**src/rtl/dither_sram_arbiter.sv**
```systemverilog
// Arbitrates the single-port image SRAM between the SPI loader, the dithering engine and the
// debug query port. The engine can lock the RAM for RMW bursts, and a starved query is promoted.
module dither_sram_arbiter #(
  parameter int IMAGE_ADDR_WIDTH = 16,
  parameter int RGB_SIZE         = 8,
  parameter int RD_LATENCY       = 2,
  parameter int STARVE_LIMIT     = 64,
  parameter int LOCK_MAX         = 32
) (
  input  logic                        clk,
  input  logic                        rst,
  input  logic                        ld_req,
  input  logic [IMAGE_ADDR_WIDTH-1:0] ld_addr,
  input  logic [RGB_SIZE-1:0]         ld_wdata,
  output logic                        ld_gnt,
  input  logic                        eng_req,
  input  logic                        eng_we,
  input  logic                        eng_lock,
  input  logic [IMAGE_ADDR_WIDTH-1:0] eng_addr,
  input  logic [RGB_SIZE-1:0]         eng_wdata,
  output logic                        eng_gnt,
  output logic                        eng_rvalid,
  output logic [RGB_SIZE-1:0]         eng_rdata,
  input  logic                        q_req,
  input  logic [IMAGE_ADDR_WIDTH-1:0] q_addr,
  output logic                        q_gnt,
  output logic                        q_rvalid,
  output logic [RGB_SIZE-1:0]         q_rdata,
  output logic [IMAGE_ADDR_WIDTH-1:0] ram_addr,
  output logic                        ram_we,
  output logic [RGB_SIZE-1:0]         ram_wdata,
  input  logic [RGB_SIZE-1:0]         ram_q,
  output logic                        lock_err
);

  // Handshake: each requester holds req/addr/data stable until gnt; a transfer happens at the
  // clock edge where req & gnt are both high. At most one gnt is high in any cycle.

  localparam int STARVE_W = $clog2(STARVE_LIMIT + 1);
  localparam int LOCK_W   = $clog2(LOCK_MAX + 1);

  localparam logic [1:0] TAG_NONE = 2'b00;
  localparam logic [1:0] TAG_ENG  = 2'b01;
  localparam logic [1:0] TAG_Q    = 2'b10;

  logic                        lock_active;
  logic [LOCK_W-1:0]           lock_cnt;
  logic [STARVE_W-1:0]         starve_cnt;
  logic                        promoted;
  logic [1:0]                  tag_pipe [RD_LATENCY];
  logic [1:0]                  push_tag;
  logic [1:0]                  exit_tag;
  logic [IMAGE_ADDR_WIDTH-1:0] last_addr;
  logic [RGB_SIZE-1:0]         last_wdata;

  assign promoted = (starve_cnt >= STARVE_W'(STARVE_LIMIT));
  assign exit_tag = tag_pipe[RD_LATENCY-1];

  always_comb begin
    ld_gnt  = 1'b0;
    eng_gnt = 1'b0;
    q_gnt   = 1'b0;
    if (!rst) begin
      // A held lock shuts everyone else out, even a promoted query.
      if (lock_active)          eng_gnt = eng_req;
      else if (promoted && q_req) q_gnt = 1'b1;
      else if (ld_req)          ld_gnt  = 1'b1;
      else if (eng_req)         eng_gnt = 1'b1;
      else if (q_req)           q_gnt   = 1'b1;
    end
  end

  always_comb begin
    ram_addr  = rst ? '0 : last_addr;
    ram_wdata = rst ? '0 : last_wdata;
    ram_we    = 1'b0;
    push_tag  = TAG_NONE;
    if (ld_gnt) begin
      ram_addr  = ld_addr;
      ram_wdata = ld_wdata;
      ram_we    = 1'b1;
    end else if (eng_gnt) begin
      ram_addr  = eng_addr;
      ram_wdata = eng_wdata;
      ram_we    = eng_we;
      push_tag  = eng_we ? TAG_NONE : TAG_ENG;
    end else if (q_gnt) begin
      ram_addr  = q_addr;
      push_tag  = TAG_Q;
    end
  end

  always_ff @(posedge clk) begin
    if (rst) begin
      lock_active <= 1'b0;
      lock_cnt    <= '0;
      lock_err    <= 1'b0;
      starve_cnt  <= '0;
      last_addr   <= '0;
      last_wdata  <= '0;
      eng_rvalid  <= 1'b0;
      q_rvalid    <= 1'b0;
      eng_rdata   <= '0;
      q_rdata     <= '0;
      for (int i = 0; i < RD_LATENCY; i++) tag_pipe[i] <= TAG_NONE;
    end else begin
      if (ld_gnt || eng_gnt || q_gnt) begin
        last_addr  <= ram_addr;
        last_wdata <= ram_wdata;
      end

      // Timeout wins over a same-cycle beat: the beat still goes out, the lock does not survive.
      if (lock_active) begin
        lock_cnt <= lock_cnt + 1'b1;
        if (lock_cnt == LOCK_W'(LOCK_MAX - 1)) begin
          lock_active <= 1'b0;
          lock_err    <= 1'b1;
        end else if (eng_gnt && !eng_lock) begin
          lock_active <= 1'b0;
        end
      end else if (eng_gnt && eng_lock) begin
        lock_active <= 1'b1;
        lock_cnt    <= '0;
      end

      if (q_req && !q_gnt) begin
        if (!promoted) starve_cnt <= starve_cnt + 1'b1;
      end else begin
        starve_cnt <= '0;
      end

      tag_pipe[0] <= push_tag;
      for (int i = 1; i < RD_LATENCY; i++) tag_pipe[i] <= tag_pipe[i-1];

      eng_rvalid <= (exit_tag == TAG_ENG);
      q_rvalid   <= (exit_tag == TAG_Q);
      if (exit_tag == TAG_ENG) eng_rdata <= ram_q;
      if (exit_tag == TAG_Q)   q_rdata   <= ram_q;
    end
  end

endmodule

```
**config.mk**
```make
export PLATFORM = sky130hd
export DESIGN_NAME = dither_sram_arbiter
export DESIGN_NICKNAME = d
export VERILOG_FILES = /design/src/rtl/dither_sram_arbiter.sv
export SDC_FILE = /design/constraint.sdc
export NUM_CORES = 1
export LEC_CHECK = 0
export BUFFER_PORTS_ARGS = -buffer_cell sky130_fd_sc_hd__buf_2
export CAP_MARGIN = 20
export CORE_ASPECT_RATIO = 1.25
export CORE_MARGIN = 3
export CORE_UTILIZATION = 53
export CTS_BUF_LIST = sky130_fd_sc_hd__clkbuf_8
export CTS_CLUSTER_SIZE = 24
export DETAILED_ROUTE_END_ITERATION = 12
export PLACE_DENSITY = 0.95
export SLEW_MARGIN = 15
export SYNTH_ARGS = -nofsm -noshare
export SYNTH_HDL_FRONTEND = slang
export SYNTH_SLANG_ARGS = --single-unit
```
**constraint.sdc**
```tcl
create_clock -name clk -period 4.2 [get_ports clk]
set_input_delay 0.84 -clock clk [delete_from_list [all_inputs] [get_ports clk]]
set_output_delay 0.84 -clock clk [all_outputs]
set_load 0.1 [all_outputs]
```
# Yosys cells after proc, flatten, opt, wreduce, memory -nomap -nowiden
# Memories as Yosys holds them, arrays and structs flattened.
# Index checks and enable logic that the tools add are counted.
dict set report totals {
  mem_count 1
  inputBits 79
  ramBits 4
  output_inout_bits 47
  wordCells 70
  register_bits 57
}
# name depth width rd rd_clocked_by_memory_dff wr line
set mem_list {}
lappend mem_list {tag_pipe 2 2 2 0 2 50} ;# logic [1:0] tag_pipe [RD_LATENCY];
dict set report classes {
  n_eq_ne 3
  order_cmp 1
  n_mux 39
  n_reduce_logical 11
  n_bitwise 3
  addsub 2
}
# op n
set op_table {}
lappend op_table {{two-way mux 16 bit} 4}
lappend op_table {{two-way mux 1 bit} 25}
lappend op_table {{two-way mux 8 bit} 3}
lappend op_table {{two-way mux 6 bit} 2}
lappend op_table {{two-way mux 2 bit} 5}
lappend op_table {{adder 7 x 1 -> 7 bit, second input constant} 1}
lappend op_table {{>= comparator 7 bit, second input constant} 1}
lappend op_table {{adder 6 x 1 -> 6 bit, second input constant} 1}
lappend op_table {{== test 6 x 5 -> 1 bit, second input constant} 1}
lappend op_table {{logical AND 1 bit} 4}
lappend op_table {{== test 2 x 1 -> 1 bit, second input constant} 1}
lappend op_table {{== test 2 bit, second input constant} 1}
lappend op_table {{zero test 1 bit} 2}
lappend op_table {{logical OR 1 bit} 2}
lappend op_table {{bitwise OR 1 bit} 2}
lappend op_table {{AND reduction 2 bit} 1}
lappend op_table {{nonzero test 2 bit} 1}
lappend op_table {{OR reduction 2 bit} 1}
lappend op_table {{inverter 1 bit} 1}

# Depth between registers and ports, before layout
dict set report logic_depth {
  word_depth 10
  depth_mapped 7
  mapped_depth_nobuf 5
}

# Worst setup path after synthesis
# No wires, ideal clock.
dict set report synth_path {
  path_type {input to output}
  from {input port rst}
  to {output port ram_addr[12]}
  arrival_time_ns 4.168
  cell_stages 7
  required_time_ns 3.360
  slack_ns -0.808
  path_buffers 2
  path_cell_list {buf_6 nor3b_4 nand2_8 inv_4 buf_6 a211oi_1 o31ai_1}
}
dict set report synth_via {
  elab_chain_len 4
  word_cells_on_any_way 7
  cone_classes {7 x mux}
}
# item line
set synth_rtl {}
lappend synth_rtl {{start: declaration} 11} ;# input logic rst,
lappend synth_rtl {{two-way mux 1 bit} 63} ;# if (!rst) begin
lappend synth_rtl {{via q_gnt} 26} ;# output logic q_gnt,
lappend synth_rtl {{two-way mux 16 bit} 87} ;# end else if (q_gnt) begin
lappend synth_rtl {{two-way mux 16 bit} 82} ;# end else if (eng_gnt) begin
lappend synth_rtl {{two-way mux 16 bit} 78} ;# if (ld_gnt) begin
lappend synth_rtl {{end: declaration} 29} ;# output logic [IMAGE_ADDR_WIDTH-1:0] ram_addr,
# The timed path passes the listed nets, and every way through them passes these cells.

# Worst setup path after layout
dict set report layout_path {
  from {register lock_active}
  to {output port ram_addr[14]}
}
dict set report layout_via {
  elab_chain_len 5
  word_cells_on_any_way 9
  cone_classes {9 x mux}
}
# item line
set layout_rtl {}
lappend layout_rtl {{start: declaration} 46} ;# logic lock_active;
lappend layout_rtl {{start signal: assignment} 95} ;# lock_active <= 1'b0;
lappend layout_rtl {{start signal: assignment} 116} ;# lock_active <= 1'b0;
lappend layout_rtl {{start signal: assignment} 119} ;# lock_active <= 1'b0;
lappend layout_rtl {{two-way mux 1 bit} 65} ;# if (lock_active) eng_gnt = eng_req;
lappend layout_rtl {{two-way mux 1 bit} 63}
lappend layout_rtl {{two-way mux 16 bit} 87}
lappend layout_rtl {{two-way mux 16 bit} 82}
lappend layout_rtl {{two-way mux 16 bit *} 78}
# Every way passes the cells marked *; elsewhere a longest branch is shown, timed or not.

==> metrics.yaml <==
run:
  maxCapViolations: 0
synth:
  yosysTopAreaCell: "dfxtp_1"
  synth_most_common_cell: "dfxtp_1"
  synth.avg_cell_area_um2: 8.84
  synth.yosys.seq_area_share_pct: 43.0
  synth_area_mm2: 0.00284
  async_reset_ff_share_pct: 0
  ys.flop_type: "dfxtp_1"
  yosys_warnings: 0
  postSynthCellCount: 321
  synthTopCellsByCount: "dfxtp_1 (61), nand2_1 (44), o21ai_0 (33), a21oi_1 (23), nor2_1 (19)"
  ys_types: 45
  synth-edff-count: 0
  syn-num-nets: 403
  ys_ff_latch: 61
  synth_top_cell_area_share_pct: 43.0
  yosys-top-cells-area: "dfxtp_1 (43%), mux2i_1 (6.0%), nand2_1 (5.8%)"
placed_design:
  hpwlAfterDp_um: 5230
  post-place-cells: 490
  place_congestion: 0.798
  io_buffer_count: 125
  placed_area_mm2: 0.00347
power:
  fin_total_pwr_w: 0.00155
  power_per_cell_area_mw_per_mm2: 422
  ir_worst_vdd_v: 0.000313
  p_leak_nw: 1.73
finish:
  diodes: 0
  fin_cells: 506
  final_cell_area_mm2: 0.00367
  syn_to_final_growth_pct: 29.2
  layout-drive-gt1-share_pct: 35.8
  final_util_pct: 71.7
  final_nets: 521
cts:
  clkTransAtPathRegs_ns: 0.07
  cts_buffers: 9
  cts_tree: "done"
  cts_setup_buffers: 0
  hold_buffers: 0
  cts_resized: 0
  htreeDepth: 3
  cts_root_buffer: "clkbuf_8"
  clkLatencyLatePin_ns: 0.32
  cts.sinks: 61
  clock_path_buffers: 2
die:
  die-area_mm2: 0.00627
  num_rows: 29
  die_h_um: 87.8
  initial_core_util_pct: 55.5
  fp.coreArea_mm2: 0.00512
  die_x_um: 71.4
  ios: 126
timing:
  final-max-slew-violation-count: 0
  finalCritPeriodShare_pct: 84.5
  max_slew_margin_pct: 54.3
  skew_ns: 0.00493
  hold_viol_final: 0
  setup_viol: 0
  timing_worst_slew_pin_value_ns: 0.681
  hold_slack_ns: 0.438
  max_freq_ghz: 0.282
  rsz0062_at_grt: "false"
  period_minus_slack_ns: 3.55
drt:
  avgRoutedWirePerCell_um: 13.5
  first_iter_violations: 113
  drc: 0
  vias: 2709
  postRouteAntennaNets: 0
  wl_um: 6840
  drt_pass1_iterations: 4
  via_per_inst: 5.35
setup_path:
  r2r_end: "last_addr[7]"
  rr_worst_depth: 4
  path_class: "flop to primary output"
  critPathMaxStageDelay_ns: 0.62
  critical_path.top_delay_family: "simple AND/OR/NAND/NOR gates"
  crit_fanout: 14
  critPathRequiredTime_ns: 3.36
  r2r_start: "lock_active"
  r2r_setup_slack_ns: 2.05
  critical_path_buf_inv_count: 1
  cp_cell_sequence: "nand2b_1 > a221oi_4 > nor3_2 > a221o_1 > buf_2"
  cp_data_arrival_time_ns: 2.71
  crit_slowest_cell: "dfxtp_1"
  worstSetupStartpointType: "flop"
  cp-end-kind: "primary output"
global_route:
  grt_pass1_vias: 2568
  grt_pass1_wl_um: 11000
  grt_max_degree: 41
  grt_util_all_layers_pct: 21.9
  antenna_found_initial: 0
  overflow: 0
min_path:
  min_from: "tag_pipe[0][0]"
  hold_path.class: "flop to flop"
  min_to: "tag_pipe[0][2]"
  holdPathStages: 1
outcome:
  status: "finished clean"
[through the flow]
| step | setup TNS, ns | setup WS (ns) |
|---|---|---|
| global route | 0 | 0.420 |
| floorplan | -2.81 | -0.353 |
| CTS | 0 | 0.631 |
| finish | 0 | 0.652 |
| global placement | 0 | 0.781 |
| detailed placement | 0 | 0.715 |
[cell families (layout without fill, tap and decap cells)]
kind of cell             count (synthesis)  after routing  synth area share, %
AND/OR/NAND/NOR                        103            103                 18.2
adder cells (fa/ha/maj)                  3              3                 1.32
AO/OA/AOI/OAI                          101            101                 24.2
multiplexers                            17             17                 6.00
flip-flops                              61             61                 43.0
XOR/XNOR                                 5              5                 1.54
buffers and inverters                   31            154                 5.69
[worst reg2reg max path, cell delays in order, from the launching register on]
cell and delay (ns):
dfxtp_1 0.62, inv_1 0.22, a221oi_4 0.56, nor3_2 0.24
a221o_1 0.40
[routing by layer]
layer  up-vias  track usage, %  routed length [um]
met5         -               0                   0
met4         0            10.3                 115
met3         8            4.48                 493
met2       119            39.0                3530
met1      1204            25.0                2700
li1       1378               -                   -
[flip-flops by register name, indices dropped and copies added (netlist names)]
signal,count
lock_err,1
lock_active,1
q_rvalid,1
last_addr,16
tag_pipe,4
eng_rdata,8
starve_cnt,7
lock_cnt,6
last_wdata,8
eng_rvalid,1
q_rdata,8
[report_power, final]
| group | switching, W | total, W | internal (W) |
|---|---|---|---|
| clock network | 0.000220 | 0.000507 | 0.000288 |
| registers | 0.0000135 | 0.000623 | 0.000610 |
| logic | 0.000317 | 0.000417 | 0.0000993 |
[how the worst max path moves through the flow]
stage | endpoint | slack [ns] | start | depth (start not counted)
after floorplan | ram_wdata[1] | -0.35 | q_req | 6
after global placement | ram_addr[14] | 0.78 | q_req | 6
after detailed placement | ram_addr[14] | 0.71 | q_req | 6
after CTS | ram_addr[14] | 0.63 | lock_active | 5
after global routing | ram_addr[14] | 0.42 | lock_active | 5
final | ram_addr[14] | 0.65 | lock_active | 5
[cell type report]
class / count / area, um2
sequential: 61 / 1220
fill: 399 / 1450
clock buffer: 10 / 138
timing repair buffer: 129 / 656
tap: 62 / 77.6
inverter: 9 / 36.3
multi-input combinational: 229 / 1480
clock inverter: 6 / 62.6
[cells in the final DEF (no fill, tap or decap), types with 5 or more instances in the layout]
cell	Yosys	routed
a22o_1	7	7
mux2i_1	17	17
nand2_1	44	44
nor2_1	19	19
clkbuf_8	0	10
buf_2	7	125
dfxtp_1	61	61
o21ai_0	33	26
a21oi_1	23	23
nand3_1	5	5
a22oi_1	7	7
o21ai_1	0	7
inv_1	8	8
nor2b_1	12	12
a221o_1	10	10
nand2b_1	6	6
No activity file was read; power rests on OpenSTA's default activity.
